--- src/rtl/semafor_nway_ctrl.sv ---
// rtl/semafor_nway_ctrl.sv - N-approach round-robin intersection controller
// One green at a time, latched pedestrian requests, optional demand skipping and flashing-yellow service.
module semafor_nway_ctrl #(
    parameter int  N_APPR     = 4,
    parameter int  TICK_DIV   = 1000,
    parameter int  CW         = 8,
    parameter int  T_GREEN    = 20,
    parameter int  T_YELLOW   = 3,
    parameter int  T_ALLRED   = 2,
    parameter int  T_WALK     = 10,
    parameter int  T_PEDFLASH = 4,
    parameter int  SKIP_EMPTY = 0,
    localparam int IDX_W      = $clog2(N_APPR)
) (
    input  logic              clk,
    input  logic              rst_n,
    input  logic [N_APPR-1:0] pietoni_btn_i,
    input  logic [N_APPR-1:0] veh_req_i,
    input  logic              service_i,
    output logic [N_APPR-1:0] verde_o,
    output logic [N_APPR-1:0] galben_o,
    output logic [N_APPR-1:0] rosu_o,
    output logic [N_APPR-1:0] verde_pietoni_o,
    output logic [N_APPR-1:0] rosu_pietoni_o,
    output logic [2:0]        phase_o,
    output logic [IDX_W-1:0]  approach_o
);
    localparam int               PW        = (TICK_DIV > 1) ? $clog2(TICK_DIV) : 1;
    localparam logic [PW-1:0]    PRESC_MAX = PW'(TICK_DIV - 1);
    localparam logic [IDX_W-1:0] LAST      = IDX_W'(N_APPR - 1);

    typedef enum logic [2:0] {
        ST_ALL_RED   = 3'd0,
        ST_GREEN     = 3'd1,
        ST_YELLOW    = 3'd2,
        ST_PED_WALK  = 3'd3,
        ST_PED_FLASH = 3'd4,
        ST_SERVICE   = 3'd5
    } state_t;

    state_t            state, state_n;
    logic [IDX_W-1:0]  approach, approach_n, next_appr, cand;
    logic [CW-1:0]     timer, timer_load;
    logic [PW-1:0]     presc;
    logic              odd_tick;
    logic [N_APPR-1:0] pending, served, onehot;
    logic              srv_meta, srv_s;
    logic              tick, done, go;

    assign tick = (presc == PRESC_MAX);
    assign done = tick && (timer == '0);

    // Downward scan so the nearest approach after the current one wins; current one is checked last.
    always_comb begin
        next_appr = (approach == LAST) ? '0 : approach + 1'b1;
        cand      = '0;
        if (SKIP_EMPTY != 0) begin
            for (int k = N_APPR; k >= 1; k--) begin
                cand = IDX_W'((int'(approach) + k) % N_APPR);
                if (veh_req_i[cand]) next_appr = cand;
            end
        end
    end

    always_comb begin
        state_n    = state;
        approach_n = approach;
        go         = 1'b0;
        case (state)
            ST_ALL_RED: if (done) begin
                go = 1'b1;
                if (srv_s)         state_n = ST_SERVICE;
                else if (|pending) state_n = ST_PED_WALK;
                else begin
                    state_n    = ST_GREEN;
                    approach_n = next_appr;
                end
            end
            ST_GREEN: if (srv_s || done) begin
                go      = 1'b1;
                state_n = ST_YELLOW;
            end
            ST_YELLOW: if (done) begin
                go      = 1'b1;
                state_n = ST_ALL_RED;
            end
            ST_PED_WALK: if (srv_s || done) begin
                go      = 1'b1;
                state_n = ST_PED_FLASH;
            end
            ST_PED_FLASH: if (done) begin
                go = 1'b1;
                if (srv_s) state_n = ST_ALL_RED;
                else begin
                    state_n    = ST_GREEN;
                    approach_n = next_appr;
                end
            end
            ST_SERVICE: if (!srv_s) begin
                go         = 1'b1;
                state_n    = ST_ALL_RED;
                approach_n = LAST;
            end
            default: begin
                go      = 1'b1;
                state_n = ST_ALL_RED;
            end
        endcase
    end

    always_comb begin
        case (state_n)
            ST_GREEN:     timer_load = CW'(T_GREEN - 1);
            ST_YELLOW:    timer_load = CW'(T_YELLOW - 1);
            ST_ALL_RED:   timer_load = CW'(T_ALLRED - 1);
            ST_PED_WALK:  timer_load = CW'(T_WALK - 1);
            ST_PED_FLASH: timer_load = CW'(T_PEDFLASH - 1);
            default:      timer_load = '0;
        endcase
    end

    always_ff @(posedge clk or negedge rst_n) begin
        if (!rst_n) begin
            state    <= ST_ALL_RED;
            approach <= LAST;
        end else begin
            state    <= state_n;
            approach <= approach_n;
        end
    end

    always_ff @(posedge clk or negedge rst_n) begin
        if (!rst_n) begin
            timer    <= '0;
            presc    <= '0;
            odd_tick <= 1'b0;
            pending  <= '0;
            served   <= '0;
            srv_meta <= 1'b0;
            srv_s    <= 1'b0;
        end else begin
            srv_meta <= service_i;
            srv_s    <= srv_meta;
            if (go) begin
                timer    <= timer_load;
                presc    <= '0;
                odd_tick <= 1'b0;
            end else if (tick) begin
                presc    <= '0;
                odd_tick <= ~odd_tick;
                if (timer != '0) timer <= timer - 1'b1;
            end else begin
                presc <= presc + 1'b1;
            end
            // Presses already being served during the walk do not re-arm a request.
            if (state == ST_SERVICE) begin
                pending <= '0;
            end else if (state == ST_ALL_RED && state_n == ST_PED_WALK) begin
                served  <= pending | pietoni_btn_i;
                pending <= '0;
            end else if (state == ST_PED_WALK) begin
                pending <= pending | (pietoni_btn_i & ~served);
            end else begin
                pending <= pending | pietoni_btn_i;
            end
        end
    end

    always_comb begin
        onehot           = '0;
        onehot[approach] = 1'b1;
        verde_o          = '0;
        galben_o         = '0;
        rosu_o           = '1;
        verde_pietoni_o  = '0;
        case (state)
            ST_GREEN: begin
                verde_o = onehot;
                rosu_o  = ~onehot;
            end
            ST_YELLOW: begin
                galben_o = onehot;
                rosu_o   = ~onehot;
            end
            ST_PED_WALK:  verde_pietoni_o = served;
            ST_PED_FLASH: verde_pietoni_o = odd_tick ? '0 : served;
            ST_SERVICE: begin
                rosu_o   = '0;
                galben_o = odd_tick ? '0 : '1;
            end
            default: ;
        endcase
        rosu_pietoni_o = (state == ST_SERVICE) ? '0 : ~verde_pietoni_o;
    end

    assign phase_o    = state;
    assign approach_o = approach;
endmodule

--- config.mk ---
export PLATFORM = sky130hd
export DESIGN_NAME = semafor_nway_ctrl
export DESIGN_NICKNAME = d
export VERILOG_FILES = /design/src/rtl/semafor_nway_ctrl.sv
export SDC_FILE = /design/constraint.sdc
export NUM_CORES = 1
export LEC_CHECK = 0
export CAP_MARGIN = 10
export CORE_MARGIN = 10
export CORE_UTILIZATION = 56
export DETAILED_ROUTE_END_ITERATION = 12
export PLACE_DENSITY_LB_ADDON = 0.05
export SYNTH_ARGS = -nofsm -noshare
export SYNTH_HDL_FRONTEND = slang
export SYNTH_SLANG_ARGS = --single-unit
--- constraint.sdc ---
create_clock -name clk -period 4.9 [get_ports clk]
set_clock_uncertainty 0.1 [all_clocks]
set_input_delay 0.49 -clock clk [delete_from_list [all_inputs] [get_ports clk]]
set_output_delay 0.49 -clock clk [all_outputs]
set_load 0.01 [all_outputs]
## Yosys cells after proc, flatten, opt, wreduce, memory -nomap -nowiden

Cells that the tools add are included.

- Flip-flop bits (word level): 34
- Input port bits: 11
- Output and inout port bits: 25
- Logic and storage cells: 99

- Add/subtract/negate cells: 3
- Order comparisons: 2
- Equal/unequal tests: 17
- Multiplexer cells: 42
- Bitwise operators: 8
- Reductions and logical operators: 18

Operator list:

| kind | count |
|---|---|
| $mux W4 | 7 |
| $pmux W5 S5 | 1 |
| $mux W8 | 3 |
| $pmux W4 S2 | 3 |
| $mux W3 | 7 |
| $mux W10 | 2 |
| $pmux W3 S6 | 1 |
| $mux W2 | 8 |
| $eq A3 B2 Y1 const B | 4 |
| $ne A2 B2 Y1 const B | 6 |
| $not A4 Y4 | 3 |
| $add A10 B1 Y10 const B | 1 |
| $eq A10 B10 Y1 const B | 1 |
| $eq A3 B3 Y1 const B | 3 |
| $logic_not A8 Y1 | 1 |
| $or A4 B4 Y4 | 2 |
| $reduce_bool A8 Y1 | 1 |
| $sub A8 B1 Y8 const B | 1 |
| $mux W1 | 7 |
| $reduce_and A7 Y1 | 1 |
| $eq A3 B1 Y1 const B | 2 |
| $logic_not A3 Y1 | 2 |
| $pmux W2 S3 | 1 |
| $and A4 B4 Y4 | 1 |
| other kinds (15) | 21 |

## Depth between registers and ports, before layout

Gate-level depths: netlist (run 1).

- Depth after elaboration: 9
- Depth in mapped cells: 9
- Depth with buffers taken out: 7

## Worst setup path after synthesis (run 1)

Ideal clock, no wire load.

- Path type: register to output
- Start point: register state[2], in the netlist phase_o[2]
- End point: output rosu_o[2]
- Arrival time: 1,471 ps
- Required time: 4,310 ps
- Setup slack: 2,839 ps
- Cell stages (with the launch flop): 7
- Buffers on the path: 2
- Path through: dfrtp_1 > clkbuf_1 > nor2_1 > and2_1 > clkbuf_1 > nand2b_1 > a21oi_1

- Cells in the longest elaborated chain, start to end: 3
- Elaborated cells between the ends (all ways): 5
- Classes of those cells: 3 x eq/ne; 1 x mux; 1 x reduce/logical

Ends and longest elaborated chain:

| what | RTL line | RTL |
|---|---|---|
| start: declaration | 41 | `state_t state, state_n;` |
| start signal: assignment | 127 | `state <= state_n;` |
| $eq A3 B2 Y1 or $eq A3 B1 Y1 (tied branches) | 176 | `case (state)` |
| $reduce_or A2 Y1 (no line) | - |  |
| $pmux W4 S2 (*) | 176 |  |
| end: declaration | 22 | `output logic [N_APPR-1:0] rosu_o,` |

Mark *: on every way between the ends. The rest lies on a longest branch, timed or not.

## Final worst setup path (run 1)

- Start point: register state[2], in the netlist phase_o[2]
- End point: output rosu_pietoni_o[2]

- Cells in the longest elaborated chain, start to end: 4
- Elaborated cells between the ends (all ways): 6
- Classes of those cells: 3 x eq/ne; 2 x mux; 1 x bitwise

Ends and longest elaborated chain:

| what | RTL line | RTL |
|---|---|---|
| $eq A3 B3 Y1 or $eq A3 B2 Y1 (tied branches) | 176 |  |
| $pmux W4 S2 | 176 |  |
| $not A4 Y4 | 193 | `rosu_pietoni_o = (state == ST_SERVICE) ? '0 : ~verde_pietoni_o;` |
| $mux W4 (*) | 193 |  |
| end: declaration | 24 | `output logic [N_APPR-1:0] rosu_pietoni_o,` |

Marks and branches as above.

==> impl_metrics.ini, run 1 <==
[status]
status = finished clean

[pwr]
power_leakage_uw = 0.001024
powerDensity_nw_per_um2 = 211.2
peakVddDrop_v = 0.0001925

[critical_path]
cp.required_ps = 4310
worstSetupEndpointType = output pin
r2r_slack_ps = 2630
cp.arrival_ps = 2390
path_max_fanout = 22
start_kind = register
crit_type = register to output pin

[cts]
cts_tree = built
post_cts_buffers = 0
max-clock-path-buffers = 2
cts_buffers = 5
hold_buffers = 0
clockRootBuffer = clkbuf_8
worstSkewPairLatency_ps = 280
ctsResizeCount = 0
htree_levels = 2
cts_sinks = 34
cts.clk_slew.worst_paths_ps = 60

[yosys]
synth-seq-cells = 34
synth.largest_area_cell = dfrtp_1
postSynthCellCount = 246
yosysWarningCount = 0
syn-num-nets = 264
synth_most_common_cell = nor2_1
netlist_area_um2 = 2106
netlist_top_cells_area = dfrtp_1, nor2_1, nand2_1
synth.distinct_cells = 42
syn_avg_cell_area_um2 = 8.560
ys.flop_type = dfrtp_1
synth-async-reset-ratio = 1.000
synth-edff-count = 0
yosys.area.top_type_share = 0.3803
synth_common_cells = nor2_1, dfrtp_1, nand2_1
synth-seq-area-share = 0.4052

[sta]
tightest_slew_ps = 628.4
fin_crit_sh = 0.6074
rsz0062_at_grt = no
slew_headroom = 0.5811
post-route-min-period_ps = 2976
hold_slack_ps = 254.4
setup_slack_ps = 1924
fin_tns_setup_ps = 0
setup_viol = 0
hold_violations = 0
fmax_mhz = 336.0
slew_viol_final = 0

[worst_hold_path]
hp-class = register to register

[placed_design]
place_inst = 316
preCtsSetupSlack_ps = 2257
port_buffers = 31
gp_congestion = 0.8523
dp_hpwl_um = 3444

[floorplanning]
die_h_um = 81.32
ioPinCount = 36
coreArea_um2 = 3661
num_rows = 22
start_util = 0.5752
dieArea_um2 = 6613
fp.dieW_um = 81.32

[drt]
first_iter_violations = 136
wire_per_inst_um = 14.40
postRouteAntennaNets = 0
dr.pass1.iters = 4
drt-total-wl_um = 4651
drc_errors = 0
vias = 1813
routed_via_density = 5.613

[grt]
grt_overflow_total = 0
grt_pass1_wl_um = 8066
grt_usage = 0.1504
grt_pass1_vias = 1777
grt_max_degree = 35
antenna_found_initial = 0

[cells_and_area]
area_growth_pct = 18.18
num-fill-cells = 333
diodes = 0
area.sequential_um2 = 853.3
final_layout_size_suffix_gt1_frac = 0.05455
stdcell_count = 323
final_core_util = 0.6798
multi_input_area_um2 = 1155
nets = 293

[flow_run]
drv_cap = 0
[worst max-delay path, stage by stage (launching register included)]
cell and delay [ps]:
dfrtp_1 740, nand2b_1 160, o31ai_1 430, and2_1 220
nor2_1 50, clkdlybuf4s50_1 490
[power by group]
part	leakage [uW]	switching, uW	internal (uW)
Combinational	0.000584	21.2	20.4
Clock	0.0000373	95.8	97.3
Sequential	0.000403	8.06	283
[per-stage QoR]
| stage | cell area, um2 | total power (uW) |
|---|---|---|
| 2_1_floorplan | 2106 | 317.7 |
| 3_3_place_gp | 2409 | 337.6 |
| 3_5_place_dp | 2409 | 337.6 |
| 4_1_cts | 2489 | 530.7 |
| 5_1_grt | 2489 | 550.9 |
| 6_report | 2489 | 525.6 |
[flip-flops by register name (all words and copies together) (netlist names)]
name	cells
served	4
phase_o	3
presc	10
timer	8
srv_meta	1
approach_o	2
srv_s	1
odd_tick	1
pending	4
[cell families after synthesis]
| group | synth area share |
|---|---|
| AO/OA/AOI/OAI | 0.1480 |
| flip-flops | 0.4052 |
| XOR/XNOR | 0.06239 |
| buffers and inverters | 0.04634 |
| adder cells (fa/ha/maj) | 0.04159 |
| AND/OR/NAND/NOR | 0.2965 |
[path summary, 6_finish.rpt]
kind                            depth (start not counted)            startpoint                        end
worst max-delay path                                    5  phase_o[2]$_DFF_PN0_          rosu_pietoni_o[2]
worst min-delay path                                    0    srv_meta$_DFF_PN0_            srv_s$_DFF_PN0_
worst max register to register                          7    presc[0]$_DFF_PN0_       timer[0]$_DFFE_PN0P_
worst min register to register                          0    srv_meta$_DFF_PN0_            srv_s$_DFF_PN0_
max in group asynchronous                               2                 rst_n  approach_o[1]$_DFFE_PN1P_
min in group asynchronous                               2                 rst_n         presc[6]$_DFF_PN0_
[cell usage in the layout, fill, tap and decap left out, drive strengths merged, types with 7 or more instances in the layout]
cell,Yosys,layout
ha,7,7
nand2,26,26
xor2,9,9
and2,10,10
dfrtp,32,32
o21ai,10,10
a21oi,14,14
nor2,50,50
nand3,15,15
clkdlybuf4s50,0,31
[metal layers]
metal / up-vias / GRT usage / part of all wire
met5: - / 0 / 0
met4: 0 / 0.04152 / 0.014
met3: 9 / 0.03974 / 0.067
met2: 56 / 0.2409 / 0.46
met1: 850 / 0.1951 / 0.46
li1: 898 / - / -
[layout make-up]
| cell class | count | share of cell area |
|---|---|---|
| multi-input cells | 196 | 0.4641 |
| well taps | 48 | 0.02413 |
| clock buffers | 6 | 0.02916 |
| clock inverters | 1 | 0.003017 |
| repair buffers | 32 | 0.1277 |
| inverters | 6 | 0.009050 |
| flip-flops and latches | 34 | 0.3429 |
No activity file was read; power rests on OpenSTA's default activity.
==> run 2: changes to the inputs <==
- CORE_UTILIZATION: 56 -> 53
- clock period: 4.9 -> 2.82 ns (I/O delays scaled with it)
==> run 2 against run 1 <==
- sequential power grew 72%
- register-to-register slack got worse by 2100 ps
- critical path depth stayed put
- power grew 81%
- final cell count grew 1.2%
- clock power rose by 90%
- design area up 1.5%
- worst hold slack worse by 1.4 ps
- first-iteration DRC count fell by 4.4%
- critical path type unchanged
- critical endpoint is now rosu_pietoni_o[0]
==> impl_metrics.ini, run 2 (synthesized netlist as in run 1, its figures left out) <==
[pwr]
powerDensity_nw_per_um2 = 375.7
peakVddDrop_v = 0.0004100
power.total_uw = 949.0
power_leakage_uw = 0.001049

[cells_and_area]
num-fill-cells = 349
final_layout_size_suffix_gt1_frac = 0.07168
nets = 296
final_core_util = 0.6748
largest_register_ffs = 10
final_common_cell = nor2_1
reg.largest.list = presc: 10 flops, timer: 8 flops
mostFrequentLayoutCells = nor2_1, dfrtp_1, clkdlybuf4s50_1, nand2_1, nand3_1
diodes = 0
regMostFlops = presc
area_growth_pct = 19.96

[grt]
grt_overflow_total = 0
grt_pass1_wl_um = 8528
grt_max_degree = 35
grt_pass1_vias = 1797
antenna_found_initial = 0
grt_usage = 0.1401

[sta]
fin_crit_sh = 0.9062
hold_violations = 0
slew_headroom = 0.5360
fin_tns_setup_ps = 0
tightest_slew_ps = 689.6
setup_viol = 0
slew_viol_final = 0
fmax_mhz = 391.3
post-route-min-period_ps = 2555
rsz0062_at_grt = no

[floorplanning]
ioPinCount = 36
dieArea_um2 = 6894
coreArea_um2 = 3744
num_rows = 22
die_h_um = 83.03
fp.dieW_um = 83.03
start_util = 0.5625

[cts]
clockRootBuffer = clkbuf_8
cts_sinks = 34
post_cts_buffers = 0
htree_levels = 2
hold_buffers = 0
cts_tree = built
cts_buffers = 5
worstSkewPairLatency_ps = 280
ctsResizeCount = 0
cts.clk_slew.worst_paths_ps = 70
max-clock-path-buffers = 2

[critical_path]
crit_type = register to output pin
cp.arrival_ps = 2170
worstSetupEndpointType = output pin
reg2reg_depth = 6
start_kind = register
cp.required_ps = 2440
path_max_fanout = 10

[flow_run]
drv_cap = 0

[worst_hold_path]
hp-class = register to register
holdPathStages = 0

[drt]
first_iter_violations = 130
drt-total-wl_um = 4743
wire_per_inst_um = 14.50
postRouteAntennaNets = 0
drc_errors = 0
routed_via_density = 5.587
dr.pass1.iters = 4
vias = 1827

[status]
status = finished clean

[placed_design]
port_buffers = 31
gp_congestion = 0.8472
dp_hpwl_um = 3574
==> run 2: worst max-delay path: stages, from the launching register on <==
cell             delay [ps]
dfrtp_1                 520
nand2b_1                120
o31ai_1                 470
and2_1                  230
nor2_1                   50
clkdlybuf4s50_1         510
==> run 2: routing by layer <==
| layer | share of wire | routed length [um] | global-route usage |
|---|---|---|---|
| met1 | 0.47 | 2209 | 0.1830 |
| met2 | 0.47 | 2243 | 0.2235 |
| met3 | 0.055 | 262 | 0.03906 |
| met4 | 0.0057 | 27 | 0.02923 |
| met5 | 0 | 0 | 0 |
==> run 2: cell type report <==
cell class / count / area [um2] / area share
well taps: 48 / 60.06 / 0.02377
inverters: 6 / 22.52 / 0.008915
multi-input cells: 196 / 1155 / 0.4572
flip-flops and latches: 34 / 853.3 / 0.3378
clock inverters: 2 / 12.51 / 0.004953
clock buffers: 6 / 82.58 / 0.03269
repair buffers: 35 / 340.3 / 0.1347
==> run 2: power by group <==
group	total (uW)	switching, uW	internal (uW)
logic	82.2	43.7	38.5
clock network	367	171	196
registers	500	8.31	491
total	949	223	726
==> run 2: worst paths after layout <==
check | from | end | slack, ps
setup / recovery | phase_o[2]$_DFF_PN0_ | rosu_pietoni_o[0] | 260
hold / removal | srv_meta$_DFF_PN0_ | srv_s$_DFF_PN0_ | 250
setup reg to reg | timer[2]$_DFFE_PN0P_ | timer[1]$_DFFE_PN0P_ | 520
hold reg to reg | srv_meta$_DFF_PN0_ | srv_s$_DFF_PN0_ | 250
max in group asynchronous | rst_n | approach_o[1]$_DFFE_PN1P_ | 1970
min in group asynchronous | rst_n | presc[3]$_DFF_PN0_ | 310
==> run 2: through the flow <==
stage,instances,hold slack [ps],instance area [um2],setup WS [ps]
global placement,319,234.6,2431,573.3
CTS,327,258.4,2526,242.8
detailed placement,319,241.1,2431,537.4
global route,327,263.6,2526,69.46
floorplan,246,-113.6,2106,852.2
finish,327,253.0,2526,264.6
==> run 3: changes to the inputs <==
- CELL_PAD_IN_SITES_DETAIL_PLACEMENT: unset -> 0
- CELL_PAD_IN_SITES_GLOBAL_PLACEMENT: unset -> 1
- CORE_UTILIZATION: 53 -> 39
==> run 3 against run 2 <==
- first-iteration DRC count shrank 22%
- sequential share of layout area shrank 0.51 points
- worst setup slack improved by 2.8 ps
- register-to-register slack about the same
- clock-buffer cell count grew 1
- final cell count up 7.3%
- non-clock buffer count rose by 2
- die area increased by 27%
- design area grew 1.5%
- clock power up 2%
- critical path type unchanged
- critical endpoint is now verde_pietoni_o[3]
==> impl_metrics.ini, run 3 (synthesized netlist as in run 1, its figures left out) <==
[pwr]
peakVddDrop_v = 0.0002924
pwr-share-clk = 0.392
powerDensity_nw_per_um2 = 372.7
power_leakage_uw = 0.001060
p_int_uw = 726.8
netSwitchingPower_uw = 229.1
swShare = 0.2397
p_comb_frac = 0.085
pwr-share-seq = 0.523

[critical_path]
crit_buf_inv = 1
path_max_fanout = 9
crit_start = phase_o[2]$_DFF_PN0_
slowest_stage = clkdlybuf4s50_1
r2r_slack_ps = 510
cp_cell_sequence = nand2b_1 > o31ai_1 > and2_1 > clkdlybuf4s50_1
cp.arrival_ps = 2170
max_stage_delay_ps = 550
reg2reg_depth = 7
r2r-end = timer[3]$_DFFE_PN0P_
start_kind = register
worstSetupEndpointType = output pin
endpoint = verde_pietoni_o[3]
r2r-start = presc[0]$_DFF_PN0_
path_delay_family = buffers and inverters
crit_type = register to output pin
cp.required_ps = 2440
path_depth = 4

[cts]
post_cts_buffers = 0
max-clock-path-buffers = 2
ctsResizeCount = 0
htree_levels = 2
worstSkewPairLatency_ps = 290
clockRootBuffer = clkbuf_8
hold_buffers = 0
cts_buffers = 5
cts.clk_slew.worst_paths_ps = 70
cts_sinks = 34
cts_tree = built

[placed_design]
place_inst = 343
port_buffers = 31
place_area_um2 = 2474
gp_congestion = 0.7994
dp_hpwl_um = 3785
preCtsSetupSlack_ps = 520.8

[cells_and_area]
num-fill-cells = 515
design_area_um2 = 2565
nets = 298
largest_register_ffs = 10
final_common_cell = nor2_1
area_growth_pct = 21.81
final_layout_size_suffix_gt1_frac = 0.07473
regMostFlops = presc
stdcell_count = 351
reg.largest.list = presc: 10 flops, timer: 8 flops
mostFrequentLayoutCells = nor2_1, dfrtp_1, clkdlybuf4s50_1, nand2_1, nand3_1
diodes = 0

[sta]
fmax_mhz = 391.8
slew_viol_final = 0
post-route-min-period_ps = 2553
slew_headroom = 0.6473
tightest_slew_ps = 524.6
fin_tns_setup_ps = 0
hold_violations = 0
fin_crit_sh = 0.9052
rsz0062_at_grt = no
setup_viol = 0
setup_slack_ps = 267.5
hold_slack_ps = 265.5

[worst_hold_path]
hp-class = register to register
holdPathStages = 0
min-delay-start = srv_meta$_DFF_PN0_

[flow_run]
drv_cap = 0

[drt]
wire_per_inst_um = 14.59
vias = 1807
first_iter_violations = 101
drt-total-wl_um = 5122
routed_via_density = 5.148
dr.pass1.iters = 4
drc_errors = 0
postRouteAntennaNets = 0

[grt]
antenna_found_initial = 0
grt_overflow_total = 0
grt_pass1_wl_um = 8825
grt_max_degree = 35
grt_pass1_vias = 1809
grt_usage = 0.1239

[floorplanning]
die_h_um = 93.48
num_rows = 26
dieArea_um2 = 8739
fp.dieW_um = 93.48
ioPinCount = 36
coreArea_um2 = 5172
start_util = 0.4071

[status]
status = finished clean
-- run 3: cell types whose count changed in the layout (fill, tap and decap cells not counted) --
| cell | previous run | this run |
|---|---|---|
| buf_4 | 4 | 6 |
| clkinvlp_4 | 1 | 0 |
| clkbuf_1 | 0 | 1 |
-- run 3: power by group through the flow --
stage / logic [uW] / clock network, uW / registers (uW)
after floorplan: 46.5 / 0 / 506
after global placement: 82.8 / 0 / 509
after detailed placement: 82.6 / 0 / 509
after CTS: 83.0 / 386 / 499
after global routing: 90.7 / 410 / 500
final: 81.4 / 375 / 500
-- run 3: cell type report --
type	instances	area, um2	share of cell area
Multi-Input combinational cell	196	1155	0.4502
Sequential cell	34	853.3	0.3327
Timing Repair Buffer	37	355.3	0.1385
Tap cell	70	87.58	0.03415
Clock buffer	7	86.33	0.03366
Inverter	6	22.52	0.008780
Clock inverter	1	5.005	0.001951
-- run 3: how the worst min path moves through the flow --
stage and to:
2_1_floorplan odd_tick$_DFFE_PN0P_, 5_1_grt srv_s$_DFF_PN0_, 3_5_place_dp srv_s$_DFF_PN0_, 6_report srv_s$_DFF_PN0_, 4_1_cts srv_s$_DFF_PN0_, 3_3_place_gp srv_s$_DFF_PN0_
-- run 3: per-stage QoR --
step / util / power (uW)
floorplan: - / 552.1
global placement: 0.4782 / 591.8
detailed placement: 0.4782 / 591.4
CTS: 0.4959 / 968.7
global route: 0.4959 / 1001
finish: 0.4959 / 955.9
-- run 3: routing by layer --
layer  global-route usage  wire (um)
met2               0.1943       2390
met4              0.03856         53
met5                    0          0
met3              0.03277        249
met1               0.1617       2428
-- run 3: worst register-to-register path: cells and delay by family, from the launching register on --
family | cells | cell delay, ps
adder cells (fa/ha/maj) | 1 | 210
AO/OA/AOI/OAI | 2 | 290
flip-flops | 1 | 390
AND/OR/NAND/NOR | 4 | 1200
